===== src/rtl/mux8_rr_sched.sv =====
`default_nettype none
// ============================================================================
// Module      : mux8_rr_sched
// Description : Round-robin scheduler sharing one 8:1 enable-gated mux
//               between 8 requesters. Drives registered select/enable and
//               a one-hot grant back to the requesters. A grant lasts while
//               the owner holds its request; on release the next pending
//               requester is granted at the same edge.
//               Optional macro MUX8_SCHED_TIMEOUT_EN bounds every grant to
//               HOLD_MAX cycles and pulses timeout on a forced release.
// Revision    : 1.0 - initial release
// ============================================================================
module mux8_rr_sched #(
    parameter int HOLD_MAX = 16,
    parameter int CNT_W    = 5
) (
    input  logic       clk,
    input  logic       rst_n,
    input  logic       arb_en,
    input  logic [7:0] req,
    output logic [2:0] sel,
    output logic       en,
    output logic [7:0] gnt,
    output logic       busy,
    output logic       timeout
);

    typedef enum logic [0:0] {
        ST_IDLE  = 1'b0,
        ST_GRANT = 1'b1
    } state_t;

    state_t      r_state;
    state_t      w_state_nxt;
    logic [2:0]  r_ptr;
    logic [2:0]  w_ptr_nxt;
    logic [2:0]  r_sel;
    logic [2:0]  w_sel_nxt;
    logic        r_en;
    logic        w_en_nxt;
    logic [7:0]  r_gnt;
    logic [7:0]  w_gnt_nxt;
    logic        w_grant_new;
    logic        w_timeout_nxt;

    logic        w_force;
    logic        w_release;
    logic [2:0]  w_scan_start;
    logic [7:0]  w_mask;
    logic [7:0]  w_cand;
    logic        w_found;
    logic [2:0]  w_win;

    // Rotating-priority pick: first set bit of cand scanning from start
    // upward, wrapping modulo 8. Returns {found, index}.
    function automatic logic [3:0] f_pick(input logic [7:0] cand,
                                          input logic [2:0] start);
        logic       found;
        logic [2:0] idx;
        logic [2:0] j;
        found = 1'b0;
        idx   = 3'd0;
        for (int k = 0; k < 8; k++) begin
            j = start + 3'(k);
            if (!found && cand[j]) begin
                found = 1'b1;
                idx   = j;
            end
        end
        return {found, idx};
    endfunction

`ifdef MUX8_SCHED_TIMEOUT_EN
    logic [CNT_W-1:0] r_hold_cnt;
    logic             r_timeout;

    // Forced release once the owner has held the path for HOLD_MAX cycles.
    assign w_force = (r_state == ST_GRANT) && req[r_sel] &&
                     (r_hold_cnt == CNT_W'(HOLD_MAX - 1));

    // Hold counter: cleared on every new grant, counts while a grant is held.
    always_ff @(posedge clk or negedge rst_n) begin
        if (!rst_n) begin
            r_hold_cnt <= '0;
        end else if (w_grant_new) begin
            r_hold_cnt <= '0;
        end else if (r_state == ST_GRANT) begin
            r_hold_cnt <= r_hold_cnt + 1'b1;
        end
    end

    // One-cycle pulse following a forced release.
    always_ff @(posedge clk or negedge rst_n) begin
        if (!rst_n) begin
            r_timeout <= 1'b0;
        end else begin
            r_timeout <= w_timeout_nxt;
        end
    end

    assign timeout = r_timeout;
`else
    // Sizing parameters only matter when grants are bounded.
    logic w_unused_cfg;
    assign w_unused_cfg = ^{32'(HOLD_MAX), 32'(CNT_W), w_timeout_nxt};
    assign w_force      = 1'b0;
    assign timeout      = 1'b0;
`endif

    // Release: owner dropped its request, or its time budget expired.
    assign w_release    = (r_state == ST_GRANT) && (!req[r_sel] || w_force);
    // On a release the search starts just after the released owner, which
    // is exactly the new ptr value; in IDLE it starts at the stored ptr.
    assign w_scan_start = (r_state == ST_GRANT) ? (r_sel + 3'd1) : r_ptr;
    // The released index sits out only the arbitration at its release edge.
    assign w_mask       = w_release ? (8'b1 << r_sel) : 8'b0;
    assign w_cand       = req & ~w_mask;
    assign {w_found, w_win} = f_pick(w_cand, w_scan_start);

    // Next-state and next-output decode for the IDLE/GRANT controller.
    always_comb begin
        w_state_nxt   = r_state;
        w_ptr_nxt     = r_ptr;
        w_sel_nxt     = r_sel;
        w_en_nxt      = r_en;
        w_gnt_nxt     = r_gnt;
        w_grant_new   = 1'b0;
        w_timeout_nxt = 1'b0;
        case (r_state)
            ST_IDLE: begin
                if (arb_en && w_found) begin
                    w_state_nxt = ST_GRANT;
                    w_sel_nxt   = w_win;
                    w_en_nxt    = 1'b1;
                    w_gnt_nxt   = 8'b1 << w_win;
                    w_grant_new = 1'b1;
                end
            end
            ST_GRANT: begin
                if (w_release) begin
                    w_ptr_nxt     = r_sel + 3'd1;
                    w_timeout_nxt = w_force;
                    if (arb_en && w_found) begin
                        // Back-to-back hand-over, no dead cycle on en.
                        w_sel_nxt   = w_win;
                        w_gnt_nxt   = 8'b1 << w_win;
                        w_grant_new = 1'b1;
                    end else begin
                        // sel keeps its last value while idle.
                        w_state_nxt = ST_IDLE;
                        w_en_nxt    = 1'b0;
                        w_gnt_nxt   = 8'b0;
                    end
                end
            end
            default: begin
                w_state_nxt = ST_IDLE;
                w_en_nxt    = 1'b0;
                w_gnt_nxt   = 8'b0;
            end
        endcase
    end

    // State, pointer and output registers.
    always_ff @(posedge clk or negedge rst_n) begin
        if (!rst_n) begin
            r_state <= ST_IDLE;
            r_ptr   <= 3'd0;
            r_sel   <= 3'd0;
            r_en    <= 1'b0;
            r_gnt   <= 8'b0;
        end else begin
            r_state <= w_state_nxt;
            r_ptr   <= w_ptr_nxt;
            r_sel   <= w_sel_nxt;
            r_en    <= w_en_nxt;
            r_gnt   <= w_gnt_nxt;
        end
    end

    assign sel  = r_sel;
    assign en   = r_en;
    assign gnt  = r_gnt;
    assign busy = (r_state == ST_GRANT);

endmodule
`default_nettype wire


===== config.mk =====
export PLATFORM = sky130hd
export DESIGN_NAME = mux8_rr_sched
export DESIGN_NICKNAME = d
export VERILOG_FILES = /design/src/rtl/mux8_rr_sched.sv
export SDC_FILE = /design/constraint.sdc
export NUM_CORES = 1
export LEC_CHECK = 0
export CAP_MARGIN = 30
export CORE_MARGIN = 4
export CORE_UTILIZATION = 28
export CTS_CLUSTER_DIAMETER = 150
export DETAILED_ROUTE_END_ITERATION = 8
export SLEW_MARGIN = 20
export SYNTH_ARGS = -nofsm -noshare
export SYNTH_HDL_FRONTEND = slang
export SYNTH_SLANG_ARGS = --single-unit
export TNS_END_PERCENT = 10

===== constraint.sdc =====
create_clock -name clk -period 13.45 [get_ports clk]
set_clock_uncertainty 0.05 [all_clocks]
set_input_delay 2.0175 -clock clk [delete_from_list [all_inputs] [get_ports clk]]
set_output_delay 2.0175 -clock clk [all_outputs]
set_load 0.03 [all_outputs]

### Word-level counts from Yosys, hierarchy flattened

Cells that the tools add are included.

* bits in registers: 16
* input port bits: 11
* output and inout port bits: 14
* logic and storage cells: 100

* add/subtract/negate cells: 8
* order comparisons: 9
* equal/unequal tests: 3
* shifts and indexed selects: 2
* muxes and demuxes: 50
* bitwise logic cells: 3
* reduce and logical (&&, ||, !) cells: 20

Operators by type and width (number)
* $lt A3 B4 Y1 const B: 9
* $mux W3: 11
* $mux W8: 4
* $bmux W1 S3: 9
* $mux W1: 22
* $pmux W8 S2: 1
* $shl A1 B3 Y8 const A: 2
* $add A3 B3 Y3 const B: 4
* $logic_and A1 B1 Y1: 9
* $and A8 B8 Y8: 1
* $logic_not A1 Y1: 8
* $not A8 Y8: 1
* $add A3 B1 Y3 const B: 2
* $add A3 B2 Y3 const B: 2
* $pmux W3 S2: 1
* $ne A2 B2 Y1 const B: 2
* $pmux W1 S2: 2
* $reduce_and A2 Y1: 2
* $reduce_and A3 Y1: 1
* $ne A2 B1 Y1 const B: 1
* $not A1 Y1: 1

### Depth between registers and ports, before layout

* depth in word-level cells: 35
* gate-level depth with buffers: 15
* gate-level depth less buffers: 13

### Worst setup path after synthesis

OpenSTA, ideal clock, no wires.

* path type: input-to-reg
* start: input port req[3]
* end: register r_gnt[2], in the netlist gnt[2]
* setup time: 122 ps
* arrival time: 4913 ps
* required time: 13278 ps
* slack: 8365 ps
* stages on the path: 10
* buffers on the path: 0
* cell sequence: mux2_1 mux4_2 o211a_1 o32ai_2 mux2i_2 or3_4 o41ai_4 a21oi_2 and2_1 a32o_1

* word-level cells in the longest chain between the ends: 35
* elaborated cells between the ends (all ways): 62
* those cells by class: 2 x eq/ne; 1 x shift; 39 x mux; 2 x bitwise; 18 x reduce/logical

RTL lines
* from (decl): line 20 `input logic [7:0] req,`
* $bmux W1 S3: line 111 `assign w_release = (r_state == ST_GRANT) && (!req[r_sel] || w_force);`
* $mux W1 (implied by the code): line 111
* $logic_not A1 Y1: line 111
* $logic_and A1 B1 Y1: line 111
* $mux W8: line 116 `assign w_mask = w_release ? (8'b1 << r_sel) : 8'b0;`
* $not A8 Y8: line 117 `assign w_cand = req & ~w_mask;`
* $and A8 B8 Y8: line 117
* $bmux W1 S3: line 65 `if (!found && cand[j]) begin`
* [19 not listed]
* $mux W1: line 65
* $logic_not A1 Y1: line 65
* $logic_and A1 B1 Y1: line 65
* $mux W3 / $mux W1 (equally long branches): line 65
* $shl A1 B3 Y8 / $logic_and A1 B1 Y1 (equally long branches)
* $mux W8: line 143 `if (arb_en && w_found) begin`
* $mux W8: line 140 `if (w_release) begin`
* $pmux W8 S2: line 129 `case (r_state)`
* to (signal assigned): line 177 `r_gnt <= w_gnt_nxt;`
* to (decl): line 41 `logic [7:0] r_gnt;`

Parallel ways exist; a longest one is shown, timed or not. The select of a mux whose other input is x is not followed.
A chain may end at the register's enable or synchronous reset.

### Worst setup path after layout

* start: input port req[4]
* end: register r_gnt[7], in the netlist gnt[7]

Same word-level chain as after synthesis.

==> flow_results.xml <==
<?xml version="1.0" encoding="UTF-8"?>
<metrics>
  <group name="timing">
    <metric name="rsz_0062_raised_after_global_routing" unit="">false</metric>
    <metric name="slew_worst_pin" unit="ns">0.8414</metric>
    <metric name="setup_total_negative_slack" unit="ns">0</metric>
    <metric name="finalSetupViolations" unit="">0</metric>
    <metric name="period_share" unit="%">43.09</metric>
    <metric name="timing.final.max_slew_violations" unit="">0</metric>
    <metric name="layout_min_cycle_time" unit="ns">5.795</metric>
    <metric name="slew_headroom" unit="%">42.30</metric>
    <metric name="hold_viol_final" unit="">0</metric>
    <metric name="timing.fmax" unit="GHz">0.1726</metric>
  </group>
  <group name="run">
    <metric name="cap_viol_max_count" unit="">0</metric>
  </group>
  <group name="routing">
    <metric name="final_antenna_net_count" unit="">0</metric>
    <metric name="postRouteWirelength" unit="um">5376</metric>
    <metric name="wire_length_per_cell_after_detailed_routing" unit="um">16.39</metric>
    <metric name="vias" unit="">1852</metric>
    <metric name="initialDrtViolationCount" unit="">137</metric>
    <metric name="detail_route.first_pass.iterations" unit="">4</metric>
    <metric name="drt-vias-per-instance" unit="">5.646</metric>
    <metric name="detail_route.drc_violations" unit="">0</metric>
  </group>
  <group name="synth">
    <metric name="post_synth_instance_area" unit="um^2">1987</metric>
    <metric name="async_reset_ff_share" unit="%">100.0</metric>
    <metric name="postSynthAreaPerCell" unit="um^2">9.156</metric>
    <metric name="synth_warnings" unit="">0</metric>
    <metric name="ys_top_cells_by_area" unit="">sky130_fd_sc_hd__dfrtp_1, sky130_fd_sc_hd__mux4_2, sky130_fd_sc_hd__ha_1</metric>
    <metric name="post_synth_most_frequent_cells" unit="">sky130_fd_sc_hd__nand2_1, sky130_fd_sc_hd__dfrtp_1, sky130_fd_sc_hd__nor2_1</metric>
    <metric name="synth_nets" unit="">237</metric>
    <metric name="post-synth-top-count-cell" unit="">sky130_fd_sc_hd__nand2_1</metric>
    <metric name="dominantRegCellSynth" unit="">sky130_fd_sc_hd__dfrtp_1</metric>
    <metric name="synth_enable_flop_cells" unit="">0</metric>
    <metric name="synth_top_area_share" unit="%">20.15</metric>
    <metric name="synth.distinct_cells" unit="">64</metric>
    <metric name="ys_seq_area_share" unit="%">20.15</metric>
    <metric name="synthDominantAreaCellType" unit="">sky130_fd_sc_hd__dfrtp_1</metric>
    <metric name="syn-instance-count" unit="">217</metric>
    <metric name="flip_flop_and_latch_count_after_synthesis" unit="">16</metric>
  </group>
  <group name="floorplanning">
    <metric name="floorplan.die_area" unit="um^2">8508</metric>
    <metric name="io_pins" unit="">25</metric>
    <metric name="std_cell_rows" unit="">30</metric>
    <metric name="fp.dieH" unit="um">92.24</metric>
    <metric name="core" unit="um^2">6832</metric>
    <metric name="initial_utilization" unit="%">29.08</metric>
    <metric name="dieWidth" unit="um">92.24</metric>
  </group>
  <group name="finish">
    <metric name="antenna_cells_inserted" unit="">0</metric>
    <metric name="area_delta_synth_final" unit="%">16.94</metric>
    <metric name="multi_input_area" unit="um^2">1505</metric>
    <metric name="final_nets" unit="">254</metric>
    <metric name="drive_gt1_share" unit="%">12.50</metric>
    <metric name="final-seq-area" unit="um^2">400.4</metric>
    <metric name="num-fill-cells" unit="">732</metric>
    <metric name="utilization" unit="%">34.01</metric>
  </group>
  <group name="global_route">
    <metric name="grt_util_all_layers" unit="%">12.78</metric>
    <metric name="grt_start_max_net_pins" unit="">27</metric>
    <metric name="globalRoute.totalOverflow" unit="">0</metric>
    <metric name="via_count_of_the_first_global_routing_pass" unit="">1736</metric>
    <metric name="antenna_found_initial" unit="">0</metric>
    <metric name="grt_pass1_wl" unit="um">8852</metric>
  </group>
  <group name="critical_path">
    <metric name="largest_fanout_on_the_critical_path" unit="">9</metric>
    <metric name="worstPathArrival" unit="ns">5.88</metric>
    <metric name="r2r_cells" unit="">12</metric>
    <metric name="timing.rr.start" unit="">sel[0]</metric>
    <metric name="worst-path-buf-inv" unit="">1</metric>
    <metric name="required" unit="ns">13.53</metric>
    <metric name="crit-reg2reg-capture" unit="">sel[1]</metric>
    <metric name="worst_path_largest_cell_delay" unit="ns">0.56</metric>
    <metric name="critical_path.endpoint_type" unit="">flip-flop</metric>
    <metric name="critical-path-top-delay-family" unit="">compound AO/OA/AOI/OAI gates</metric>
    <metric name="timing.critical_path.cells" unit="">clkdlybuf4s50_1, mux2_4, mux4_2, o211a_1, o32ai_2, mux2i_2, or3_4, o41ai_4, a21oi_2, nor2b_1, a32o_1</metric>
    <metric name="worst_setup_path_start_kind" unit="">primary input</metric>
    <metric name="timing_worst_setup_path_type" unit="">in2reg</metric>
    <metric name="worst-r2r-setup-slack" unit="ns">8.27</metric>
    <metric name="critical_path.slowest_cell" unit="">sky130_fd_sc_hd__mux4_2</metric>
  </group>
  <group name="clocking">
    <metric name="cts_tree" unit="">yes</metric>
    <metric name="post_cts_resized" unit="">0</metric>
    <metric name="cts.reportedPaths.clkPinSlew" unit="ns">0.06</metric>
    <metric name="cts_setup_buffers" unit="">0</metric>
    <metric name="cts_num_sinks" unit="">16</metric>
    <metric name="cts_made_buffers" unit="">3</metric>
    <metric name="clock_insertion_delay_worst_skew" unit="ns">0.25</metric>
    <metric name="clockRootBuffer" unit="">sky130_fd_sc_hd__clkbuf_8</metric>
    <metric name="cts-hold-fix-buffers" unit="">0</metric>
    <metric name="cts_max_path_buffers" unit="">2</metric>
    <metric name="htree_num_levels" unit="">1</metric>
  </group>
  <group name="placement">
    <metric name="detailed_place_hpwl" unit="um">4126</metric>
    <metric name="buffer_ports.inserted" unit="">23</metric>
    <metric name="routabilityCongestion" unit="">0.8749</metric>
  </group>
  <group name="min_path">
    <metric name="min-delay-path-class" unit="">reg2reg</metric>
    <metric name="timing.hold.worst.start" unit="">en</metric>
    <metric name="worstHoldPathCells" unit="">2</metric>
    <metric name="hold-path-endpoint" unit="">en</metric>
  </group>
  <group name="outcome">
    <metric name="run_status" unit="">complete, no violations</metric>
  </group>
</metrics>
==> metal layers <==
| layer | global-route usage (%) | part of all wire, % | vias up |
|---|---|---|---|
| met5 | 0 | 0 | - |
| met4 | 3.342 | 1.1 | 0 |
| met3 | 1.723 | 5.2 | 7 |
| met2 | 19.71 | 45 | 51 |
| met1 | 18.64 | 49 | 904 |
| li1 | - | - | 890 |
==> registers in the layout, summed over array words and instances (netlist names) <==
register,flops
r_ptr,3
busy,1
sel,3
gnt,8
en,1
==> cell families after synthesis <==
family | share of synthesized area (%)
flops | 20.15
compound gates | 31.61
mux | 19.33
fa+ha+maj | 5.668
other cells | 0.1887
xor+xnor | 1.763
buf+inv | 4.093
simple gates | 17.19
==> placed cells by master (no fill, tap or decap), types with 4 or more instances in the layout <==
| cell type | n |
|---|---|
| sky130_fd_sc_hd__nand2_1 | 21 |
| sky130_fd_sc_hd__nor3_1 | 4 |
| sky130_fd_sc_hd__xnor2_1 | 4 |
| sky130_fd_sc_hd__a21o_1 | 4 |
| sky130_fd_sc_hd__mux2_2 | 4 |
| sky130_fd_sc_hd__nor2_1 | 14 |
| sky130_fd_sc_hd__mux2i_1 | 9 |
| sky130_fd_sc_hd__dfrtp_1 | 16 |
| sky130_fd_sc_hd__inv_1 | 5 |
| sky130_fd_sc_hd__o21ai_0 | 11 |
| sky130_fd_sc_hd__o22ai_1 | 4 |
| sky130_fd_sc_hd__mux4_2 | 7 |
| sky130_fd_sc_hd__a32oi_1 | 4 |
| sky130_fd_sc_hd__a21oi_1 | 4 |
| sky130_fd_sc_hd__o31ai_1 | 4 |
| sky130_fd_sc_hd__clkdlybuf4s50_1 | 23 |
| sky130_fd_sc_hd__ha_1 | 9 |
| sky130_fd_sc_hd__nand3_1 | 4 |
| sky130_fd_sc_hd__and2_1 | 5 |
| sky130_fd_sc_hd__a32o_1 | 6 |
==> metrics by stage <==
step,setup slack (ns),std cells,hold WS (ns),area [um^2]
floorplan,8.365,217,0.3922,1987
global placement,7.437,325,0.4095,2282
detailed placement,7.423,325,0.4251,2282
CTS,7.664,328,0.4451,2323
global route,7.482,328,0.4690,2323
finish,7.655,328,0.4420,2323
==> worst max-delay path by stage <==
stage                       from  endpoint  cells past startpoint
final                     req[4]    gnt[7]                     11
after global routing      req[4]    gnt[7]                     11
after CTS                 req[3]    gnt[7]                     11
after detailed placement  req[3]    gnt[7]                     11
after global placement    req[4]    gnt[3]                     11
after floorplan           req[3]    gnt[2]                     10
==> tightest hold or removal path: stages (launching register included) <==
cell and delay (ns):
sky130_fd_sc_hd__dfrtp_1 0.34, sky130_fd_sc_hd__o21ai_1 0.06, sky130_fd_sc_hd__o21ai_0 0.06
==> cell type report <==
cell class	instances	area share [%]
flip-flops and latches	16	17.23
repair buffers	23	9.908
clock buffers	3	1.777
multi-input cells	183	64.78
inverters	7	1.131
well taps	96	5.170
Power is not shown: default switching activity piles up to over one toggle a cycle in this logic, so the estimate is an artifact.
